--- src/rtl/core_config_pkg.sv ---
// Shared core configuration: data/address widths, CSR addresses, MSTATUS bit
// positions and the CSR trap/MRET sequencer state encoding.
package core_config_pkg;

  localparam int XLEN       = 32;
  localparam int CSR_ADDR_W = 12;

  localparam logic [11:0] CSR_A_MSTATUS = 12'h300;
  localparam logic [11:0] CSR_A_MTVEC   = 12'h305;
  localparam logic [11:0] CSR_A_MEPC    = 12'h341;
  localparam logic [11:0] CSR_A_MCAUSE  = 12'h342;
  localparam logic [11:0] CSR_A_MTVAL   = 12'h343;

  localparam int MSTATUS_MIE    = 3;
  localparam int MSTATUS_MPIE   = 7;
  localparam int MSTATUS_MPP_LO = 11;

  typedef enum logic [2:0] {
    IDLE,
    T_EPC,
    T_CAUSE,
    T_TVAL,
    T_STAT,
    R_STAT,
    R_WSTAT,
    DONE
  } csr_seq_state_t;

endpackage

--- src/rtl/csr_tvec_calc.sv ---
// Trap target from MTVEC and MCAUSE. Vectored interrupt mode is honoured only
// when CSR_TRAP_VECTORED_EN is defined; otherwise the mode bits are ignored.
module csr_tvec_calc #(
  parameter int XLEN = core_config_pkg::XLEN
) (
  input  logic [XLEN-1:0] tvec,
  input  logic [XLEN-1:0] cause,
  output logic [XLEN-1:0] target
);

  logic [XLEN-1:0] base;

  assign base = {tvec[XLEN-1:2], 2'b00};

`ifdef CSR_TRAP_VECTORED_EN
  // Interrupts in mode 01 jump to base + 4*code; the shift drops the top bit.
  always_comb begin
    target = base;
    if (tvec[1:0] == 2'b01 && cause[XLEN-1])
      target = base + {cause[XLEN-3:0], 2'b00};
  end
`else
  logic unused_mode;

  assign unused_mode = ^{tvec[1:0], cause};
  assign target      = base;
`endif

endmodule

--- src/rtl/csr_trap_ctrl.sv ---
// Trap-entry / MRET CSR sequencer and CSR-port arbiter with fetch redirect.
// Optional build macro: CSR_TRAP_VECTORED_EN (vectored interrupt targets).
module csr_trap_ctrl
  import core_config_pkg::*;
#(
  parameter int XLEN       = core_config_pkg::XLEN,
  parameter int CSR_ADDR_W = core_config_pkg::CSR_ADDR_W
) (
  input  logic                  clk,
  input  logic                  rst_n,
  input  logic                  trap_req,
  input  logic [XLEN-1:0]       trap_pc,
  input  logic [XLEN-1:0]       trap_cause,
  input  logic [XLEN-1:0]       trap_tval,
  output logic                  trap_ack,
  input  logic                  mret_req,
  output logic                  mret_ack,
  input  logic                  ins_req,
  input  logic                  ins_we,
  input  logic [CSR_ADDR_W-1:0] ins_addr,
  input  logic [XLEN-1:0]       ins_wd,
  output logic                  ins_gnt,
  output logic [XLEN-1:0]       ins_rd,
  output logic                  ins_err,
  output logic                  csr_we,
  output logic [CSR_ADDR_W-1:0] csr_wa,
  output logic [XLEN-1:0]       csr_wd,
  output logic [CSR_ADDR_W-1:0] csr_ra,
  input  logic [XLEN-1:0]       csr_rd,
  input  logic                  csr_err,
  output logic                  busy,
  output logic                  redirect_valid,
  output logic [XLEN-1:0]       redirect_pc
);

  localparam logic [CSR_ADDR_W-1:0] A_MSTATUS = CSR_ADDR_W'(CSR_A_MSTATUS);
  localparam logic [CSR_ADDR_W-1:0] A_MTVEC   = CSR_ADDR_W'(CSR_A_MTVEC);
  localparam logic [CSR_ADDR_W-1:0] A_MEPC    = CSR_ADDR_W'(CSR_A_MEPC);
  localparam logic [CSR_ADDR_W-1:0] A_MCAUSE  = CSR_ADDR_W'(CSR_A_MCAUSE);
  localparam logic [CSR_ADDR_W-1:0] A_MTVAL   = CSR_ADDR_W'(CSR_A_MTVAL);

  function automatic logic [XLEN-1:0] trap_mstatus(input logic [XLEN-1:0] s);
    logic [XLEN-1:0] r;
    r                       = s;
    r[MSTATUS_MPIE]         = s[MSTATUS_MIE];
    r[MSTATUS_MIE]          = 1'b0;
    r[MSTATUS_MPP_LO +: 2]  = 2'b11;
    return r;
  endfunction

  function automatic logic [XLEN-1:0] mret_mstatus(input logic [XLEN-1:0] s);
    logic [XLEN-1:0] r;
    r                       = s;
    r[MSTATUS_MIE]          = s[MSTATUS_MPIE];
    r[MSTATUS_MPIE]         = 1'b1;
    r[MSTATUS_MPP_LO +: 2]  = 2'b11;
    return r;
  endfunction

  csr_seq_state_t  state;
  logic [XLEN-1:0] pc_q;
  logic [XLEN-1:0] cause_q;
  logic [XLEN-1:0] tval_q;
  logic [XLEN-1:0] stat_q;
  logic [XLEN-1:0] tvec_q;
  logic [XLEN-1:0] epc_q;
  logic [XLEN-1:0] target;
  logic            gnt_q;
  logic            idle;
  logic            seq_we;

  csr_tvec_calc #(.XLEN(XLEN)) u_tvec_calc (
    .tvec   (tvec_q),
    .cause  (cause_q),
    .target (target)
  );

  // Accept/grant decisions are gated by rst_n so a reset cycle writes nothing.
  assign idle     = (state == IDLE);
  assign busy     = ~idle;
  assign trap_ack = rst_n & idle & trap_req;
  assign mret_ack = rst_n & idle & ~trap_req & mret_req;
  assign ins_gnt  = rst_n & idle & ~trap_req & ~mret_req & ins_req;
  assign ins_err  = ins_gnt & csr_err;
  assign ins_rd   = gnt_q ? csr_rd : '0;
  assign csr_we   = rst_n & seq_we;

  always_comb begin
    seq_we = 1'b0;
    csr_wa = '0;
    csr_wd = '0;
    csr_ra = '0;
    case (state)
      IDLE: begin
        if (trap_req) begin
          csr_ra = A_MSTATUS;
        end else if (mret_req) begin
          csr_ra = A_MEPC;
        end else if (ins_req) begin
          csr_ra = ins_addr;
          csr_wa = ins_addr;
          csr_wd = ins_wd;
          seq_we = ins_we;
        end
      end
      T_EPC: begin
        seq_we = 1'b1;
        csr_wa = A_MEPC;
        csr_wd = pc_q;
        csr_ra = A_MTVEC;
      end
      T_CAUSE: begin
        seq_we = 1'b1;
        csr_wa = A_MCAUSE;
        csr_wd = cause_q;
      end
      T_TVAL: begin
        seq_we = 1'b1;
        csr_wa = A_MTVAL;
        csr_wd = tval_q;
      end
      T_STAT: begin
        seq_we = 1'b1;
        csr_wa = A_MSTATUS;
        csr_wd = trap_mstatus(stat_q);
      end
      R_STAT: begin
        csr_ra = A_MSTATUS;
      end
      R_WSTAT: begin
        seq_we = 1'b1;
        csr_wa = A_MSTATUS;
        csr_wd = mret_mstatus(csr_rd);
      end
      default: begin
      end
    endcase
  end

  // csr_rd returns the address presented one cycle earlier.
  always_ff @(posedge clk) begin
    if (!rst_n) begin
      state          <= IDLE;
      pc_q           <= '0;
      cause_q        <= '0;
      tval_q         <= '0;
      stat_q         <= '0;
      tvec_q         <= '0;
      epc_q          <= '0;
      gnt_q          <= 1'b0;
      redirect_valid <= 1'b0;
      redirect_pc    <= '0;
    end else begin
      redirect_valid <= 1'b0;
      gnt_q          <= ins_gnt;
      case (state)
        IDLE: begin
          if (trap_req) begin
            pc_q    <= trap_pc;
            cause_q <= trap_cause;
            tval_q  <= trap_tval;
            state   <= T_EPC;
          end else if (mret_req) begin
            state <= R_STAT;
          end
        end
        T_EPC: begin
          stat_q <= csr_rd;
          state  <= T_CAUSE;
        end
        T_CAUSE: begin
          tvec_q <= csr_rd;
          state  <= T_TVAL;
        end
        T_TVAL:  state <= T_STAT;
        T_STAT: begin
          redirect_valid <= 1'b1;
          redirect_pc    <= target;
          state          <= DONE;
        end
        R_STAT: begin
          epc_q <= csr_rd;
          state <= R_WSTAT;
        end
        R_WSTAT: begin
          redirect_valid <= 1'b1;
          redirect_pc    <= epc_q;
          state          <= DONE;
        end
        default: state <= IDLE;
      endcase
    end
  end

endmodule

--- config.mk ---
export PLATFORM = sky130hd
export DESIGN_NAME = csr_trap_ctrl
export DESIGN_NICKNAME = d
export VERILOG_FILES = /design/src/rtl/core_config_pkg.sv /design/src/rtl/csr_tvec_calc.sv /design/src/rtl/csr_trap_ctrl.sv
export SDC_FILE = /design/constraint.sdc
export NUM_CORES = 1
export LEC_CHECK = 0
export CELL_PAD_IN_SITES_DETAIL_PLACEMENT = 0
export CELL_PAD_IN_SITES_GLOBAL_PLACEMENT = 1
export CORE_ASPECT_RATIO = 0.5
export CORE_MARGIN = 2
export CORE_UTILIZATION = 32
export CTS_CLUSTER_DIAMETER = 50
export DETAILED_ROUTE_END_ITERATION = 16
export GPL_TIMING_DRIVEN = 0
export MAX_ROUTING_LAYER = met4
export PLACE_DENSITY_LB_ADDON = 0.08
export SKIP_LAST_GASP = 1
export SLEW_MARGIN = 40
export SYNTH_ARGS = -nofsm -noshare
export SYNTH_HDL_FRONTEND = slang
export SYNTH_HIERARCHICAL = 1
export SYNTH_SLANG_ARGS = --single-unit
--- constraint.sdc ---
create_clock -name clk -period 1.6 [get_ports clk]
set_input_delay 0.16 -clock clk [delete_from_list [all_inputs] [get_ports clk]]
set_output_delay 0.16 -clock clk [all_outputs]
set_load 0.05 [all_outputs]
======== After elaboration in Yosys (flattened, before gate mapping) ========
Index checks and enable logic that the tools add are counted.
storage, ports and cells
  register bits ........................... 229
  output and inout port bits .............. 127
cells by class
  equal/unequal tests ..................... 7
  muxes and demuxes ....................... 21
  bitwise logic cells ..................... 11
  reduce and logical (&&, ||, !) cells .... 5
operators with widths
  cell                count
  $pmux 32 s6         1
  $mux 32             4
  $pmux 32 s2         1
  $mux 12             5
  $pmux 12 s5         1
  $pmux 12 s3         1
  $pmux 3 s6          1
  $eq 3x3->1 const B  3
  $and 1x1->1         8
  $eq 3x2->1 const B  2
  $mux 3              2
  $reduce_or 5->1     1
  $mux 1              4
  $eq 3x1->1 const B  1
  $logic_not 3->1     1
  $ne 3x3->1 const B  1
  $not 1->1           3
  $pmux 1 s2          1
  $reduce_and 2->1    1
  $reduce_bool 2->1   1
  $reduce_or 2->1     1

======== Depth between registers and ports, before layout ========
  depth in word-level cells ............... 6
  depth in mapped cells ................... 6
  depth with buffers taken out ............ 3

======== Modules after synthesis ========
The synthesis kept the hierarchy.
modules (own cells, without submodules)
  module         instances  cells an instance  area each (µm²)  sequential area each (µm²)
  csr_trap_ctrl  1          1,276              10,550.1         4,524.3
  csr_tvec_calc  1          33                 244.0            0.0

======== Worst setup path after synthesis ========
No wires, ideal clock.
  path kind ............................... register -> output
  start point ............................. reg state[0]
  end point ............................... out csr_we
  data arrival time ....................... 2.455 ns
  data required time ...................... 1.440 ns
  path slack .............................. -1.015 ns
  cell stages (with the launch flop) ...... 6
  cells stage by stage .................... dfxtp_1 -> buf_2 -> buf_2 -> or3_1 -> nand2_1 -> a21boi_0
on the way
  word-level cells in the longest chain between the ends .. 4
  elaborated cells on any way between the ends .. 9
  classes of those cells .................. eq/ne (5); mux (1); bitwise (1); reduce/logical (2)
RTL lines
  element                                   line                  source
  start: declaration                        csr_trap_ctrl.sv:60   csr_seq_state_t state;
  start signal: assignment                  csr_trap_ctrl.sv:143  state <= IDLE;
  start signal: assignment                  csr_trap_ctrl.sv:162  state <= T_EPC;
  start signal: assignment                  csr_trap_ctrl.sv:164  state <= R_STAT;
  $eq 3x3->1, or another cell as far along  csr_trap_ctrl.sv:93   case (state)
  $reduce_or 5->1 (no line)                 --
  $pmux 1 s2 (*)                            csr_trap_ctrl.sv:93
  $and 1x1->1 (*)                           csr_trap_ctrl.sv:86   assign csr_we = rst_n & seq_we;
  end: declaration                          csr_trap_ctrl.sv:25   output logic csr_we,
Mark *: on every way between the ends. The rest lies on a longest branch, timed or not.

======== Worst setup path after layout ========
  start point ............................. reg state[1]
  end point ............................... out csr_wd[14]
on the way
  word-level cells in the longest chain between the ends .. 2
  elaborated cells on any way between the ends .. 7
  classes of those cells .................. eq/ne (5); mux (1); reduce/logical (1)
RTL lines
  element                                   line                 source
  $eq 3x3->1, or another cell as far along  csr_trap_ctrl.sv:93
  $pmux 32 s6 (*)                           csr_trap_ctrl.sv:93
  end: declaration                          csr_trap_ctrl.sv:27  output logic [XLEN-1:0] csr_wd,
Marks and branches as above.

==> impl_metrics.tcl <==
set metrics [dict create \
    grt_max_degree 15 \
    max_freq_mhz 396 \
    syn_to_final_growth_pct 59.6 \
    antenna_found_initial 2 \
    antenna_cells 0 \
    die_area_mm2 0.0351 \
    placed_area_mm2 0.0146 \
    fin_setup_tns_ns -78.15 \
    io-pin-count 306 \
    hold_viol_final 0 \
    criticalPathCategory "reg -> out" \
    path_cells "or4_4, nor3b_4, buf_6, buf_8, a221o_2, buf_6" \
    cp_slowest_stage_delay_ns 0.54 \
    holdBufCountCts 0 \
    rsz0062_at_grt "true" \
    grt_use_total_pct 26.3 \
    dp_hpwl_um 34700 \
    leakage_nw 7.28 \
    rows 47 \
    syn_avg_cell_area_um2 8.24 \
    grt_overflow 0 \
    p_seq_share_pct 32.6 \
    cpLargestDelayFamily "simple AND/OR/NAND/NOR gates" \
    clk_latency_ns 0.54 \
    vias_per_cell 5.13 \
    worst_pin_slew_ns 0.801 \
    design_area_mm2 0.0171 \
    die_w_um 263 \
    wirelength_um 46200 \
    violations "negative setup slack" \
    max-slew-margin-rel_pct 46.6 \
    vias 10900 \
    wl_per_cell_um 21.7 \
    drtPass1Iterations 5 \
    drc_errors 0 \
    pwr-share-comb_pct 34.1 \
    hold_path.class "in -> reg" \
    h-tree-depth 1 \
    ys_warn_count 6 \
    min_period_ns 2.52 \
    status "finished, violations left" \
    clockPowerShare_pct 33.3 \
    powerDensity_mw_per_mm2 1130 \
    syn-cell-area_mm2 0.0107 \
    timing.hold.ws_ns 0.175 \
    cp-end-kind "primary output" \
    dp_slack_ns -1.74 \
    slew_viol_final 0 \
    path_buf_inv 3 \
    swShare_pct 33.6 \
    grt_pass1_vias 10800 \
    start_util_pct 32.4 \
    portBuffers 303 \
    gp_congestion 0.889 \
    drive_gt1_share_pct 26.2 \
    irDropWorstVdd_mv 0.767 \
    clockBufferDepth 3 \
    setup_violations 185 \
    cp_common_cell "buf_6" \
    max_cap_violations 0 \
    fin_crit_sh_pct 158 \
    antenna_left 0 \
    syn_inst 1301 \
    p_switching_mw 6.50 \
    fin_ws_ns -0.922 \
    root_buffer "clkbuf_16" \
    required_ns 1.44 \
    clock_skew_ns 0.0150 \
    final_nets 1845 \
    die_h_um 133 \
    post-route-util_pct 51.8 \
    cts_buffers 24 \
    start_kind "flop" \
    cts.sinks 224 \
    drt-initial-drc-count 746 \
    crit_fanout 10 \
    grt_pass1_wl_um 67800 \
    critPathSlowestCell "or4_4" \
    cts_tree "done" \
    crit_arrival_ns 2.36 \
    p_int_mw 12.8 \
    coreArea_mm2 0.0330 \
    clkTransAtPathRegs_ns 0.07 \
]
## worst register-to-register path, stage by stage, from the launching register on
cell and delay, ns:
dfxtp_4 0.35, buf_4 0.13, buf_6 0.11, nor4b_4 0.23, buf_4 0.19, buf_8 0.12
buf_8 0.12, buf_4 0.11, buf_6 0.09, buf_8 0.13, buf_4 0.12, buf_8 0.10
nand3_1 0.07, o21ai_1 0.10
## power by group through the flow
stage,combinational (mW),clock (mW),sequential [mW]
2_1_floorplan,2.99,0,6.73
3_3_place_gp,5.42,0,6.40
5_1_grt,6.89,6.77,6.35
3_5_place_dp,5.46,0,6.42
4_1_cts,6.25,6.51,6.30
6_report,6.59,6.44,6.30
## worst paths after layout
path	cells after the start	startpoint	slack (ns)	to
worst max-delay path	6	state[1]	-0.92	csr_wd[14]
worst min-delay path	3	trap_pc[11]	0.17	pc_q[11]
worst max register to register	13	state[1]	-0.45	tval_q[24]
worst min register to register	2	pc_q[13]	0.45	pc_q[13]
## registers in the layout (all words and copies together), names as in the netlist
name and flops:
cause_q 32, epc_q 32, pc_q 32, redirect_pc 32
tval_q 32, tvec_q 30, stat_q 29, state 3
gnt_q 1, redirect_valid 1
## routing by layer
metal | routed length (µm) | share of wire, % | track usage (%) | vias to the layer above
met5 | 0 | 0 | - | -
met4 | 1050 | 2.3 | 5.84 | 0
met3 | 2470 | 5.3 | 3.38 | 68
met2 | 21300 | 46 | 41.8 | 327
met1 | 21400 | 46 | 35.8 | 5280
li1 | - | - | - | 5234
## placed cells by master, fill, tap and decap left out, types with 4 or more instances in the layout
| master | n |
|---|---|
| mux2i_2 | 7 |
| buf_12 | 11 |
| clkbuf_2 | 8 |
| nand2_1 | 287 |
| o21ai_2 | 5 |
| nand3_1 | 78 |
| mux2_2 | 23 |
| dlymetal6s2s_1 | 33 |
| nand3_2 | 17 |
| clkbuf_8 | 14 |
| a221o_2 | 23 |
| bufinv_16 | 6 |
| buf_4 | 84 |
| and2_2 | 13 |
| a21boi_0 | 86 |
| clkbuf_4 | 11 |
| a21oi_1 | 31 |
| a211o_4 | 5 |
| nor2_1 | 10 |
| a211oi_2 | 24 |
| o211a_1 | 32 |
| buf_2 | 8 |
| o21ai_1 | 77 |
| dfxtp_1 | 220 |
| mux2i_1 | 62 |
| bufbuf_16 | 4 |
| clkbuf_16 | 31 |
| a21boi_1 | 5 |
| clkbuf_1 | 47 |
| clkdlybuf4s50_1 | 176 |
| and2_1 | 33 |
| buf_8 | 30 |
| buf_6 | 71 |
| o21ai_0 | 44 |
## area by class of cell
| class | instances | area (µm²) |
|---|---|---|
| fillers | 3125 | 15900 |
| multi-input cells | 916 | 6050 |
| flip-flops and latches | 224 | 4500 |
| repair buffers | 341 | 3780 |
| plain buffers | 158 | 1330 |
| clock buffers | 32 | 682 |
| well taps | 441 | 552 |
| clock inverters | 12 | 219 |
| inverters | 1 | 3.75 |
## per-stage QoR
step / instances / total power, mW
floorplan: 1302 / 9.72
global placement: 2046 / 11.8
detailed placement: 2046 / 11.9
CTS: 2110 / 19.1
global route: 2125 / 20.0
finish: 2125 / 19.3
## repair_timing
| item | in CTS | in global routing |
|---|---|---|
| endpoints found under the setup margin | 348 | 339 |
| hold endpoints to repair | 0 | 0 |
| setup buffers | 11 | 18 |
| pin swaps | 9 | 5 |
| gates cloned | 9 | 3 |
| resized for setup | 850 | 216 |
No activity file was read; power rests on OpenSTA's default activity.
